[src/rtl/queue_fifo.sv]
// queue_fifo: synchronous FIFO with one-hot read/write pointers, occupancy counter and
// full/empty/overflow/underflow flags. Define QUEUE_FIFO_FWFT_EN for first-word fall-through reads.
module queue_fifo #(
  parameter int DEPTH = 8,
  parameter int WIDTH = 4,
  localparam int CW = $clog2(DEPTH + 1)
) (
  input  logic             clk,
  input  logic             rstN,
  input  logic             push,
  input  logic [WIDTH-1:0] data_in,
  input  logic             pop,
  output logic [WIDTH-1:0] data_out,
  output logic             full,
  output logic             empty,
  output logic [CW-1:0]    count,
  output logic             overflow,
  output logic             underflow
);

  logic [WIDTH-1:0] mem_q [DEPTH];
  logic [DEPTH-1:0] wr_ptr_q, wr_ptr_d;
  logic [DEPTH-1:0] rd_ptr_q, rd_ptr_d;
  logic [CW-1:0]    count_q, count_d;
  logic             overflow_q, overflow_d;
  logic             underflow_q, underflow_d;
  logic             push_ok_s, pop_ok_s;
  logic [WIDTH-1:0] rd_word_s;

  function automatic logic [DEPTH-1:0] rotl1(input logic [DEPTH-1:0] p);
    return {p[DEPTH-2:0], p[DEPTH-1]};
  endfunction

  assign full      = (count_q == CW'(DEPTH));
  assign empty     = (count_q == CW'(0));
  assign count     = count_q;
  assign overflow  = overflow_q;
  assign underflow = underflow_q;

  // Head word: OR of all entries, each gated by its read-pointer bit.
  always_comb begin
    rd_word_s = {WIDTH{1'b0}};
    for (int i = 0; i < DEPTH; i++) begin
      rd_word_s = rd_word_s | (mem_q[i] & {WIDTH{rd_ptr_q[i]}});
    end
  end

  // Accept decisions and next-state for pointers, counter and pulse flags.
  always_comb begin
    pop_ok_s    = pop && !empty;
    push_ok_s   = push && (!full || pop_ok_s);
    wr_ptr_d    = wr_ptr_q;
    rd_ptr_d    = rd_ptr_q;
    count_d     = count_q;
    overflow_d  = push && !push_ok_s;
    underflow_d = pop && !pop_ok_s;
    if (push_ok_s) begin
      wr_ptr_d = rotl1(wr_ptr_q);
    end else begin
      wr_ptr_d = wr_ptr_q;
    end
    if (pop_ok_s) begin
      rd_ptr_d = rotl1(rd_ptr_q);
    end else begin
      rd_ptr_d = rd_ptr_q;
    end
    case ({push_ok_s, pop_ok_s})
      2'b10:   count_d = count_q + CW'(1);
      2'b01:   count_d = count_q - CW'(1);
      default: count_d = count_q;
    endcase
  end

  always_ff @(posedge clk) begin
    if (!rstN) begin
      wr_ptr_q    <= DEPTH'(1);
      rd_ptr_q    <= DEPTH'(1);
      count_q     <= CW'(0);
      overflow_q  <= 1'b0;
      underflow_q <= 1'b0;
    end else begin
      wr_ptr_q    <= wr_ptr_d;
      rd_ptr_q    <= rd_ptr_d;
      count_q     <= count_d;
      overflow_q  <= overflow_d;
      underflow_q <= underflow_d;
    end
  end

  // Storage: only the slot selected by the write pointer is updated on an accepted push.
  always_ff @(posedge clk) begin
    if (!rstN) begin
      for (int i = 0; i < DEPTH; i++) begin
        mem_q[i] <= {WIDTH{1'b0}};
      end
    end else if (push_ok_s) begin
      for (int i = 0; i < DEPTH; i++) begin
        if (wr_ptr_q[i]) begin
          mem_q[i] <= data_in;
        end
      end
    end
  end

`ifdef QUEUE_FIFO_FWFT_EN
  assign data_out = empty ? {WIDTH{1'b0}} : rd_word_s;
`else
  logic [WIDTH-1:0] data_out_q;

  // Registered read: the popped head appears one cycle after the pop edge and then holds.
  always_ff @(posedge clk) begin
    if (!rstN) begin
      data_out_q <= {WIDTH{1'b0}};
    end else if (pop_ok_s) begin
      data_out_q <= rd_word_s;
    end else begin
      data_out_q <= data_out_q;
    end
  end

  assign data_out = data_out_q;
`endif

endmodule

[config.mk]
export PLATFORM = sky130hd
export DESIGN_NAME = queue_fifo
export DESIGN_NICKNAME = d
export VERILOG_FILES = /design/src/rtl/queue_fifo.sv
export SDC_FILE = /design/constraint.sdc
export NUM_CORES = 1
export LEC_CHECK = 0
export CAP_MARGIN = 30
export CELL_PAD_IN_SITES_DETAIL_PLACEMENT = 0
export CELL_PAD_IN_SITES_GLOBAL_PLACEMENT = 1
export CORE_MARGIN = 2
export CORE_UTILIZATION = 45
export DETAILED_ROUTE_END_ITERATION = 10
export GPL_ROUTABILITY_DRIVEN = 1
export PLACE_DENSITY = 0.89
export REMOVE_ABC_BUFFERS = 1
export SLEW_MARGIN = 30
export SYNTH_ARGS = -nofsm -noshare
export SYNTH_HDL_FRONTEND = slang
export SYNTH_SLANG_ARGS = --single-unit
[constraint.sdc]
create_clock -name clk -period 4 [get_ports clk]
set_clock_uncertainty 0.2 [all_clocks]
set_input_delay 0.4 -clock clk [delete_from_list [all_inputs] [get_ports clk]]
set_output_delay 0.4 -clock clk [all_outputs]
set_load 0.05 [all_outputs]
==> flow_summary.ini <==
[critical_path]
critPathMaxStageDelay_ns = 0.51
endpoint_kind = flop
path_depth = 10
ff2ff_setup_slack_ns = 1.05
worstSetupStartpoint = count[3]
cpLargestDelayFamily = simple AND/OR/NAND/NOR gates
crit_chain = nor4_2 > nor2b_1 > buf_4 > nand2_1 > inv_1 > ha_1 > a211oi_1 > or4_1 > and3_1 > o31a_1
worstSetupPathType = reg2reg
ff2ff_path_depth = 10
worst-path-buf-inv = 2
slowest_stage = or4_1
crit_end = count[3]
cp-start-kind = flop
reg2reg_to = count[3]
cp.required_ns = 4.02
cp_max_fo = 17
r2r_start = count[3]
worstPathArrival_ns = 2.98

[synthesis]
synth_cell_types = 34
syn_inst = 215
ys_seq_area_frac = 0.6268
async_flop_share = 0
synth_flop_cell = edfxtp_1
synth_edf_count = 32
yosysTopAreaCell = edfxtp_1
synthesis.area_um2 = 2364
ys_warn_count = 0
ys_top_cells_by_count = 47 x nand2_1, 32 x edfxtp_1, 26 x dfxtp_1, 25 x nor2_1, 13 x a21boi_0
netlist_top_cells_area = edfxtp_1 41%, dfxtp_1 22%, nand2_1 7.5%
ys_seq_elements = 58
yosysTopAreaCellShare = 0.4066
synth.most_common_cell = nand2_1
synth_area_per_cell_um2 = 10.99

[layout]
stdcell_count = 315
antennaDiodeCount = 0
fillers = 469
fin_area_um2 = 2786
fin_nets = 252
layout-drive-gt1-share = 0.06939
syn_to_final_growth_pct = 17.89

[clock_tree]
postCtsSetupRepairBufs = 0
cts-root-buf = clkbuf_8
numCtsBuffers = 9
clock_sinks = 58
clock_latency_ns = 0.34
clk_pin_slew_ns = 0.06
clockBufferDepth = 2
post_cts_resized = 0
cts.htree.levels = 3
cts_hold_buf = 0
cts_tree = built

[global_route]
grt_pass1_wl_um = 7941
grt_usage = 0.1805
antenna_found_initial = 0
grt_pass1_vias = 1605
grt_start_max_net_pins = 22
grt_remaining_overflow = 0

[timing]
slew_headroom = 0.5811
slew_violations = 0
layout_setup_ws_ns = 1.047
tightest_slew_ns = 0.6197
rsz0062_at_grt = no
finalCritPeriodShare = 0.7383
tns_ns = 0
setup_violations = 0
final-hold-violation-count = 0
hold_ws_ns = 0.2602
fmax_mhz = 338.6
fin_crit_ns = 2.953

[die]
die_area_um2 = 5848
core_um2 = 5075
die_y_um = 76.47
die_w_um = 76.47
pin_count = 20
rows = 26
start_util = 0.4657

[detailed_routing]
wl_per_cell_um = 14.75
dr.pass1.iters = 4
drt-total-wl_um = 4645
ant_nets = 0
drtIter0Drc = 88
viasPerCell = 5.352
drc = 0
vias = 1686

[pwr]
comb_power_share = 0.325
intPower_uw = 1132
seq_power_share = 0.432
p_sw_uw = 663.2
max-vdd-ir-drop_mv = 0.4352
p_sw_frac = 0.3695
p_leak_uw = 0.001020
powerDensity_nw_per_um2 = 644.2
p_clk_frac = 0.243

[placement]
dp_hpwl_um = 3289
placed_cell_area_um2 = 2634
portBuffers = 19
place.gp.congestion = 0.7533
dpl.cell_count = 300
post-place-ws_ns = 0.8794

[run_status]
status = complete, no violations

[min_path]
worstHoldPathType = reg2reg
min_path_cells = 2

[flow_run]
maxCapViolCount = 0
## power groups by stage
stage          Sequential, µW  Clock, µW  Combinational, µW
2_1_floorplan             893          0                282
3_3_place_gp              787          0                580
3_5_place_dp              787          0                583
4_1_cts                   775        444                587
5_1_grt                   785        473                634
6_report                  776        435                584
## area by class of cell
cell class,count,area [µm²],area share
multi-input combinational,143,829.5,0.2977
tap,70,87.58,0.03143
inverter,8,30.03,0.01078
clock inverter,3,17.52,0.006286
clock buffer,12,135.1,0.04850
timing repair buffer,21,205.2,0.07364
sequential,58,1481,0.5317
## worst min path at each step
stage	startpoint	endpoint	slack, ns
2_1_floorplan	wr_ptr_q[6]	wr_ptr_q[6]	0.24
3_3_place_gp	wr_ptr_q[6]	wr_ptr_q[6]	0.25
3_5_place_dp	wr_ptr_q[6]	wr_ptr_q[6]	0.25
4_1_cts	wr_ptr_q[6]	wr_ptr_q[6]	0.26
5_1_grt	wr_ptr_q[6]	wr_ptr_q[6]	0.29
6_report	wr_ptr_q[6]	wr_ptr_q[6]	0.26
## cells by family after synthesis
logic type	Yosys count	share of synthesized area
AOI/OAI and AO/OA	50	0.1615
buffers and inverters	14	0.02223
adders and majority gates	3	0.01906
xor gates and xnor gates	2	0.007413
and+or+nand+nor	88	0.1630
DFF	58	0.6268
## sequential cells by signal (all words and copies together) (netlist names)
name       count
underflow      1
rd_ptr_q       8
wr_ptr_q       8
mem_q         32
overflow       1
count          4
data_out       4
## routing by layer
metal,share of wire,global-route usage,up-vias
met5,0,0,-
met4,0.018,0.08727,0
met3,0.057,0.06280,12
met2,0.46,0.2761,47
met1,0.46,0.2292,798
li1,-,-,829
## cell usage in the layout, fill, tap and decap left out, types with 3 or more instances in the layout
cell | Yosys | routed
nand2_1 | 47 | 47
edfxtp_1 | 32 | 32
dfxtp_1 | 26 | 26
nor2_1 | 25 | 25
clkdlybuf4s50_1 | 0 | 19
a21boi_0 | 13 | 13
clkbuf_8 | 0 | 9
inv_1 | 8 | 8
a22o_1 | 8 | 8
a221oi_1 | 8 | 8
o21ai_0 | 6 | 6
a31oi_1 | 4 | 4
nand3_1 | 3 | 3
clkbuf_1 | 6 | 3
## metrics by stage
step	power (µW)	utilization
global route	1892	0.5491
finish	1795	0.5491
global placement	1367	0.5190
CTS	1806	0.5491
floorplan	1176	-
detailed placement	1370	0.5190
## worst reg2reg max path: cells and delay by family (launching register included)
| family | cells | cell delay (ns) |
|---|---|---|
| buffers and inverters | 2 | 0.27 |
| DFF | 1 | 0.38 |
| adders and majority gates | 1 | 0.27 |
| AOI/OAI and AO/OA | 2 | 0.33 |
| and+or+nand+nor | 5 | 1.39 |
Note: power is estimated with default switching activity, not from simulation.
